$ cat config.mk
export PLATFORM = sky130hd
export DESIGN_NAME = pong_engine_flat
export DESIGN_NICKNAME = d
export VERILOG_FILES = /design/src/rtl/pong_if.sv /design/src/rtl/pong_engine.sv /design/src/flat_wrapper.sv
export SDC_FILE = /design/constraint.sdc
export NUM_CORES = 1
export LEC_CHECK = 0
export ABC_AREA = 0
export ABC_CLOCK_PERIOD_IN_PS = 3200
export CAP_MARGIN = 20
export CORE_ASPECT_RATIO = 1.25
export CORE_MARGIN = 2
export CORE_UTILIZATION = 40
export CTS_CLUSTER_DIAMETER = 80
export CTS_CLUSTER_SIZE = 40
export DETAILED_ROUTE_END_ITERATION = 10
export PLACE_DENSITY_LB_ADDON = 0.2
export REMOVE_ABC_BUFFERS = 1
export SETUP_SLACK_MARGIN = 0.2
export SLEW_MARGIN = 20
export SYNTH_ARGS = -nofsm -noshare
export SYNTH_HDL_FRONTEND = slang
export SYNTH_SLANG_ARGS = --single-unit
$ cat constraint.sdc
create_clock -name clk -period 3.2 [get_ports clk]
set_clock_uncertainty 0.15 [all_clocks]
set_input_delay 0.32 -clock clk [delete_from_list [all_inputs] [get_ports clk]]
set_output_delay 0.32 -clock clk [all_outputs]
set_load 0.01 [all_outputs]
$ cat src/rtl/pong_if.sv
// Game-core bus: tick/start/paddle masks in, ball position, scores, state and pulses out.
interface pong_if #(
  parameter int unsigned COORD_W = 4,
  parameter int unsigned SCORE_W = 4
);
  localparam int unsigned N = 2 ** COORD_W;

  logic               tick;
  logic               start;
  logic [N-1:0]       lpaddle;
  logic [N-1:0]       rpaddle;
  logic [COORD_W-1:0] x;
  logic [COORD_W-1:0] y;
  logic [SCORE_W-1:0] lscore;
  logic [SCORE_W-1:0] rscore;
  logic [2:0]         state;
  logic               winner;
  logic               hit;
  logic               miss;

  modport master (
    output tick, start, lpaddle, rpaddle,
    input  x, y, lscore, rscore, state, winner, hit, miss
  );

  modport slave (
    input  tick, start, lpaddle, rpaddle,
    output x, y, lscore, rscore, state, winner, hit, miss
  );
endinterface

$ cat src/rtl/pong_engine.sv
// Pong game core: ball physics, paddle collision, scoring and match FSM,
// advanced by a one-cycle tick enable.
module pong_engine #(
  parameter int unsigned COORD_W     = 4,
  parameter int unsigned BALL_PERIOD = 20,
  parameter int unsigned MIN_PERIOD  = 6,
  parameter int unsigned SPEEDUP     = 1,
  parameter int unsigned SCORE_W     = 4,
  parameter int unsigned WIN_SCORE   = 9,
  parameter int unsigned PAUSE_TICKS = 50
) (
  input logic  clk,
  input logic  reset,
  pong_if.slave bus
);
  localparam int unsigned N       = 2 ** COORD_W;
  localparam int unsigned CNT_MAX = (BALL_PERIOD > PAUSE_TICKS) ? BALL_PERIOD : PAUSE_TICKS;
  localparam int unsigned CNT_W   = $clog2(CNT_MAX + 1);

  localparam logic [COORD_W-1:0] MAX_C = COORD_W'(N - 1);
  localparam logic [COORD_W-1:0] MID_C = COORD_W'(N / 2);
  localparam logic [SCORE_W-1:0] WIN_C = SCORE_W'(WIN_SCORE);

  typedef enum logic [2:0] {
    S_IDLE  = 3'd0,
    S_SERVE = 3'd1,
    S_PLAY  = 3'd2,
    S_POINT = 3'd3,
    S_OVER  = 3'd4
  } state_t;

  state_t state_q, state_d;

  logic [COORD_W-1:0] x_q, x_d, y_q, y_d;
  logic               dx_neg_q, dx_neg_d, dy_neg_q, dy_neg_d;
  logic               serve_dy_neg_q, serve_dy_neg_d;
  logic               last_right_q, last_right_d;
  logic [SCORE_W-1:0] lscore_q, lscore_d, rscore_q, rscore_d;
  logic               winner_q, winner_d, hit_q, hit_d, miss_q, miss_d;
  logic [CNT_W-1:0]   period_q, period_d, cnt_q, cnt_d;
  logic               start_q;

  logic               start_edge, move_due, serve_done, pause_done, win, serve_entry;
  logic               dy_neg_m, left_edge, right_edge, lhit, lmiss, rhit, rmiss;
  logic [COORD_W-1:0] y_m;
  logic [CNT_W-1:0]   period_dec;

  assign start_edge  = bus.start && !start_q;
  assign serve_done  = bus.tick && (cnt_q == CNT_W'(BALL_PERIOD - 1));
  assign move_due    = bus.tick && (state_q == S_PLAY) && (cnt_q == period_q - CNT_W'(1));
  assign pause_done  = bus.tick && (cnt_q == CNT_W'(PAUSE_TICKS - 1));
  assign win         = (lscore_q == WIN_C) || (rscore_q == WIN_C);
  assign serve_entry = (state_d == S_SERVE) && (state_q != S_SERVE);

  // Wall reflection first; the paddle test uses the reflected row.
  assign dy_neg_m   = ((y_q == '0) && dy_neg_q)    ? 1'b0 :
                      ((y_q == MAX_C) && !dy_neg_q) ? 1'b1 : dy_neg_q;
  assign y_m        = dy_neg_m ? y_q - COORD_W'(1) : y_q + COORD_W'(1);
  assign left_edge  = (x_q == COORD_W'(1)) && dx_neg_q;
  assign right_edge = (x_q == MAX_C - COORD_W'(1)) && !dx_neg_q;
  assign lhit       = left_edge && bus.lpaddle[y_m];
  assign lmiss      = left_edge && !bus.lpaddle[y_m];
  assign rhit       = right_edge && bus.rpaddle[y_m];
  assign rmiss      = right_edge && !bus.rpaddle[y_m];
  assign period_dec = (32'(period_q) >= MIN_PERIOD + SPEEDUP) ? period_q - CNT_W'(SPEEDUP)
                                                               : CNT_W'(MIN_PERIOD);

  // State register
  always_ff @(posedge clk) begin
    if (reset) state_q <= S_IDLE;
    else       state_q <= state_d;
  end

  // Next-state logic
  always_comb begin
    state_d = state_q;
    case (state_q)
      S_IDLE:  if (start_edge) state_d = S_SERVE;
      S_SERVE: if (serve_done) state_d = S_PLAY;
      S_PLAY:  if (move_due && (lmiss || rmiss)) state_d = S_POINT;
      S_POINT: if (pause_done) state_d = win ? S_OVER : S_SERVE;
      S_OVER:  if (start_edge) state_d = S_SERVE;
      default: state_d = S_IDLE;
    endcase
  end

  // Datapath next values
  always_comb begin
    x_d            = x_q;
    y_d            = y_q;
    dx_neg_d       = dx_neg_q;
    dy_neg_d       = dy_neg_q;
    serve_dy_neg_d = serve_dy_neg_q;
    last_right_d   = last_right_q;
    lscore_d       = lscore_q;
    rscore_d       = rscore_q;
    winner_d       = winner_q;
    period_d       = period_q;
    cnt_d          = cnt_q;
    hit_d          = 1'b0;
    miss_d         = 1'b0;

    case (state_q)
      S_SERVE: if (bus.tick) cnt_d = serve_done ? '0 : cnt_q + CNT_W'(1);
      S_PLAY: begin
        if (move_due) begin
          cnt_d    = '0;
          dy_neg_d = dy_neg_m;
          y_d      = y_m;
          if (lhit) begin
            x_d      = COORD_W'(2);
            dx_neg_d = 1'b0;
            hit_d    = 1'b1;
            period_d = period_dec;
          end else if (lmiss) begin
            x_d          = '0;
            rscore_d     = (rscore_q == WIN_C) ? rscore_q : rscore_q + SCORE_W'(1);
            miss_d       = 1'b1;
            last_right_d = 1'b1;
          end else if (rhit) begin
            x_d      = MAX_C - COORD_W'(2);
            dx_neg_d = 1'b1;
            hit_d    = 1'b1;
            period_d = period_dec;
          end else if (rmiss) begin
            x_d          = MAX_C;
            lscore_d     = (lscore_q == WIN_C) ? lscore_q : lscore_q + SCORE_W'(1);
            miss_d       = 1'b1;
            last_right_d = 1'b0;
          end else begin
            x_d = dx_neg_q ? x_q - COORD_W'(1) : x_q + COORD_W'(1);
          end
        end else if (bus.tick) begin
          cnt_d = cnt_q + CNT_W'(1);
        end
      end
      S_POINT: begin
        if (pause_done) begin
          cnt_d = '0;
          if (win) winner_d = (rscore_q == WIN_C);
        end else if (bus.tick) begin
          cnt_d = cnt_q + CNT_W'(1);
        end
      end
      default: ;
    endcase

    // Serve setup; direction depends on where the serve came from.
    if (serve_entry) begin
      x_d      = MID_C;
      y_d      = MID_C;
      period_d = CNT_W'(BALL_PERIOD);
      cnt_d    = '0;
      if (state_q == S_POINT) begin
        dx_neg_d       = last_right_q;
        serve_dy_neg_d = !serve_dy_neg_q;
        dy_neg_d       = !serve_dy_neg_q;
      end else if (state_q == S_OVER) begin
        lscore_d       = '0;
        rscore_d       = '0;
        dx_neg_d       = 1'b1;
        dy_neg_d       = 1'b1;
        serve_dy_neg_d = 1'b1;
      end
    end
  end

  // Datapath registers
  always_ff @(posedge clk) begin
    start_q <= bus.start;
    if (reset) begin
      x_q            <= MID_C;
      y_q            <= MID_C;
      dx_neg_q       <= 1'b1;
      dy_neg_q       <= 1'b1;
      serve_dy_neg_q <= 1'b1;
      last_right_q   <= 1'b0;
      lscore_q       <= '0;
      rscore_q       <= '0;
      winner_q       <= 1'b0;
      hit_q          <= 1'b0;
      miss_q         <= 1'b0;
      period_q       <= CNT_W'(BALL_PERIOD);
      cnt_q          <= '0;
    end else begin
      x_q            <= x_d;
      y_q            <= y_d;
      dx_neg_q       <= dx_neg_d;
      dy_neg_q       <= dy_neg_d;
      serve_dy_neg_q <= serve_dy_neg_d;
      last_right_q   <= last_right_d;
      lscore_q       <= lscore_d;
      rscore_q       <= rscore_d;
      winner_q       <= winner_d;
      hit_q          <= hit_d;
      miss_q         <= miss_d;
      period_q       <= period_d;
      cnt_q          <= cnt_d;
    end
  end

  assign bus.x      = x_q;
  assign bus.y      = y_q;
  assign bus.lscore = lscore_q;
  assign bus.rscore = rscore_q;
  assign bus.state  = state_q;
  assign bus.winner = winner_q;
  assign bus.hit    = hit_q;
  assign bus.miss   = miss_q;
endmodule

$ cat src/flat_wrapper.sv
// flat-port wrapper written by rule: the top's interface ports become plain ports
module pong_engine_flat 
#(
  parameter int unsigned COORD_W     = 4,
  parameter int unsigned BALL_PERIOD = 20,
  parameter int unsigned MIN_PERIOD  = 6,
  parameter int unsigned SPEEDUP     = 1,
  parameter int unsigned SCORE_W     = 4,
  parameter int unsigned WIN_SCORE   = 9,
  parameter int unsigned PAUSE_TICKS = 50
)
  (clk, reset, bus_tick, bus_start, bus_lpaddle, bus_rpaddle, bus_x, bus_y, bus_lscore, bus_rscore, bus_state, bus_winner, bus_hit, bus_miss);
  pong_if #(.COORD_W(COORD_W), .SCORE_W(SCORE_W)) bus_i ();
  input logic clk;
  input logic reset;
  input wire logic [$bits(bus_i.tick)-1:0] bus_tick;
  input wire logic [$bits(bus_i.start)-1:0] bus_start;
  input wire logic [$bits(bus_i.lpaddle)-1:0] bus_lpaddle;
  input wire logic [$bits(bus_i.rpaddle)-1:0] bus_rpaddle;
  output wire logic [$bits(bus_i.x)-1:0] bus_x;
  output wire logic [$bits(bus_i.y)-1:0] bus_y;
  output wire logic [$bits(bus_i.lscore)-1:0] bus_lscore;
  output wire logic [$bits(bus_i.rscore)-1:0] bus_rscore;
  output wire logic [$bits(bus_i.state)-1:0] bus_state;
  output wire logic [$bits(bus_i.winner)-1:0] bus_winner;
  output wire logic [$bits(bus_i.hit)-1:0] bus_hit;
  output wire logic [$bits(bus_i.miss)-1:0] bus_miss;
  assign bus_i.tick = bus_tick;
  assign bus_i.start = bus_start;
  assign bus_i.lpaddle = bus_lpaddle;
  assign bus_i.rpaddle = bus_rpaddle;
  assign bus_x = bus_i.x;
  assign bus_y = bus_i.y;
  assign bus_lscore = bus_i.lscore;
  assign bus_rscore = bus_i.rscore;
  assign bus_state = bus_i.state;
  assign bus_winner = bus_i.winner;
  assign bus_hit = bus_i.hit;
  assign bus_miss = bus_i.miss;
  pong_engine #(.COORD_W(COORD_W), .BALL_PERIOD(BALL_PERIOD), .MIN_PERIOD(MIN_PERIOD), .SPEEDUP(SPEEDUP), .SCORE_W(SCORE_W), .WIN_SCORE(WIN_SCORE), .PAUSE_TICKS(PAUSE_TICKS)) u_core (.clk(clk), .reset(reset), .bus(bus_i));
endmodule
==> results.txt <==
Outcome: complete, no violations
Cell mode on critical path: nor2_1
First-pass GRT wire length: 13170 um
Layout area overhead: 41.23%
Share of layout cells above drive strength 1: 20.67%
CTS tree: done
Max clock buf depth: 2
Post-synth EDFFs: 0
R2r startpoint: u_core.bus.y[2]$_SDFFE_PP0P_
Worst-margin pin slew: 0.5152 ns
Reg area: 789.5 um^2
Final net count: 470
Reg2Reg Depth: 11
Largest net degree at the start of global routing: 14
GRT Residual Overflow: 0
Cells along the critical path: o31a_1, nor2_1, nor2_1, ha_1, a21oi_4, xor2_4, mux2_4, a21o_1, buf_6, a2111oi_0, nor3_1
Worst min-delay path startpoint: bus_start
P_leak: 1.448 nW
Routed Antenna Nets: 0
Clk Latency, worst-skew pair: 0.31 ns
CTS buffer count: 5
Placement Cell Area: 0.003620 mm^2
PortBufs: 57
Fillers: 650
DR WL/cell: 15.34 um
Via count: 2909
Mapped Cells: 336
Worst Setup Slack, final: 0.1099 ns
Seq cells post-synth: 39
Worst rel slew slack: 65.39%
Root Driver: clkbuf_8
Sequential fraction of the synthesis area: 27.70%
Area of the core: 0.006892 mm^2
Most common cell after layout, fill and taps aside: clkdlybuf4s50_1
Final TNS setup: 0 ns
Worst flop-to-flop path endpoint: u_core.period_q[1]$_SDFFE_PP0P_
DRT Pass-1 Iters: 4
CP Launch Type: flop
Gpl congestion: 0.8526
Most frequent cells in the layout: 57 x clkdlybuf4s50_1, 34 x dfxtp_1, 28 x buf_4
Distinct cells, synth: 62
Hold buffer count at CTS: 0
Design Area, Final: 0.003981 mm^2
Largest stage delay, worst path: 0.43 ns
Synth Flop Type: dfxtp_1
Post-DP HPWL: 5930 um
GRT Total Usage: 20.98%
Num Clock Sinks: 39
Worst vdd ir: 0.0001542 V
Final Hold Viols: 0
Period minus WS final: 3.090 ns
Final Max Slew Viols: 0
WP buf/inv: 1
Warnings, synthesis: 0
Area of the multi-input gates: 0.002028 mm^2
Critical path peak fanout: 4
Final setup vio count: 0
Row count: 34
Setup crit start: u_core.bus.y[2]$_SDFFE_PP0P_
I/O Pins: 58
H-tree levels: 2
Pre-CTS setup slack: -0.04713 ns
Worst Hold End: u_core.start_q$_DFF_P_
Design Power: 1.061 mW
DRC errors left: 0
Initial antenna violation count: 0
Setup CP Type: reg2reg
Reg2Reg Setup Slack: 0.11 ns
Die height: 97.86 um
Worst path top cell family by delay: compound AO/OA/AOI/OAI gates
Mapped Area: 0.002819 mm^2
RSZ-0062 raised after global routing: yes
Post-layout util: 57.77%
Ant diodes: 0
Worst EP required: 3.23 ns
Fmax: 323.6 MHz
Final wirelength: 7837 um
Cell area power density: 266.5 mW/mm^2
Asr flop ratio synth: 0%
Drt initial violations: 142
Vias in the first global route: 2932
Syn_area_per_cell: 8.390 um^2
Max Cap Violations: 0
Die area: 0.007739 mm^2
Die Width: 79.09 um
Worst-path clk slew: 0.09 ns
CP arrival: 3.12 ns
Final period utilization: 96.57%
Worst hold stages: 1
Worst Hold Class: in2reg
Critical Path Sink Type: flop
Vias/cell: 5.693
Initial Utilization: 40.90%
Critical-path top delay cell: a2111oi_0
through the flow:
stage / instances / hold slack [ns]
after detailed placement: 493 / 0.3283
final: 511 / 0.3227
after global routing: 511 / 0.3351
after CTS: 509 / 0.3206
after global placement: 493 / 0.3162
after floorplan: 320 / 0.1977
synth_stat cells, drive strengths merged (2+ instances only):
master / instances / area, um^2
dfxtp: 39 / 780.8
nand4b: 2 / 17.52
a21o: 2 / 15.01
buf: 8 / 47.54
nor3: 13 / 65.06
or3: 8 / 50.05
nor4: 6 / 43.79
o2111a: 2 / 22.52
mux2i: 5 / 62.56
clkbuf: 8 / 30.03
xnor2: 7 / 61.31
a2111oi: 3 / 26.28
a21oi: 26 / 141.4
nor2b: 2 / 12.51
xor2: 4 / 53.81
and3: 5 / 31.28
o31a: 2 / 17.52
nor2: 28 / 105.1
ha: 14 / 175.2
inv: 18 / 67.56
nand3b: 2 / 15.01
nand2b: 8 / 50.05
a21boi: 2 / 15.01
a22oi: 2 / 15.01
nand4: 4 / 25.02
a31oi: 9 / 56.30
nand3: 19 / 95.09
mux2: 3 / 33.78
o31ai: 6 / 50.05
or4: 5 / 37.54
nand2: 23 / 86.33
a211oi: 3 / 22.52
o21ai: 18 / 90.09
nor3b: 2 / 15.01
mux4: 10 / 225.2
sequential cells by signal, indices dropped and copies added, names as in the netlist:
register,count
u_core.bus.rscore,4
u_core.bus.miss,1
u_core.bus.lscore,4
u_core.bus.state,3
u_core.period_q,6
u_core.last_right_q,1
u_core.bus.y,4
u_core.bus.x,4
u_core.dx_neg_q,1
u_core.bus.winner,1
u_core.start_q,1
u_core.cnt_q,6
u_core.serve_dy_neg_q,1
u_core.bus.hit,1
u_core.dy_neg_q,1
cells by family after synthesis:
| logic type | Yosys count | synth area share [%] |
|---|---|---|
| buffers and inverters | 34 | 5.148 |
| muxes | 18 | 11.41 |
| adders and majority gates | 15 | 6.613 |
| AOI/OAI and AO/OA | 87 | 20.42 |
| DFF | 39 | 27.70 |
| xor gates and xnor gates | 11 | 4.084 |
| and+or+nand+nor | 132 | 24.63 |
power by group:
group	leakage (nW)	internal [mW]	switching, mW
clock	0.0581	0.233	0.202
combinational	1.07	0.0747	0.0531
sequential	0.317	0.489	0.0104
metal layers:
| metal | up-vias | wire [um] | global-route usage, % |
|---|---|---|---|
| met5 | - | 0 | 0 |
| met4 | 0 | 111 | 7.162 |
| met3 | 12 | 313 | 3.050 |
| met2 | 96 | 4218 | 39.70 |
| met1 | 1377 | 3194 | 23.44 |
| li1 | 1424 | - | - |
worst register-to-register path: cells and delay by family, from the launching register on:
family / cells / cell delay [ns]
AOI/OAI and AO/OA: 4 / 1.13
adders and majority gates: 1 / 0.35
muxes: 1 / 0.33
xor gates and xnor gates: 1 / 0.25
buffers and inverters: 1 / 0.14
and+or+nand+nor: 3 / 0.29
DFF: 1 / 0.34
final cells by class:
cell class | instances | area share, %
Tap cell | 90 | 2.828
Inverter | 18 | 1.697
Sequential cell | 39 | 19.83
Timing Repair Buffer | 93 | 21.87
Clock buffer | 5 | 1.728
Clock inverter | 3 | 1.100
Multi-Input combinational cell | 263 | 50.94
how the worst max path moves through the flow:
stage,depth (start not counted),endpoint,slack (ns)
6_report,11,u_core.period_q[1]$_SDFFE_PP0P_,0.11
3_5_place_dp,11,u_core.bus.lscore[1]$_SDFF_PP0_,-0.05
5_1_grt,10,u_core.bus.rscore[1]$_SDFF_PP0_,-0.001
2_1_floorplan,10,u_core.period_q[4]$_SDFFE_PP1P_,-0.30
4_1_cts,10,u_core.bus.rscore[1]$_SDFF_PP0_,0.11
3_3_place_gp,11,u_core.bus.lscore[1]$_SDFF_PP0_,0.07
repair_timing:
action                                  4_1_cts  5_1_grt
setup buffers                                 8        2
pin swaps                                    23       13
endpoints found under the setup margin       19       21
gates resized for setup                      30       19
(Power assumes the default switching activity.)
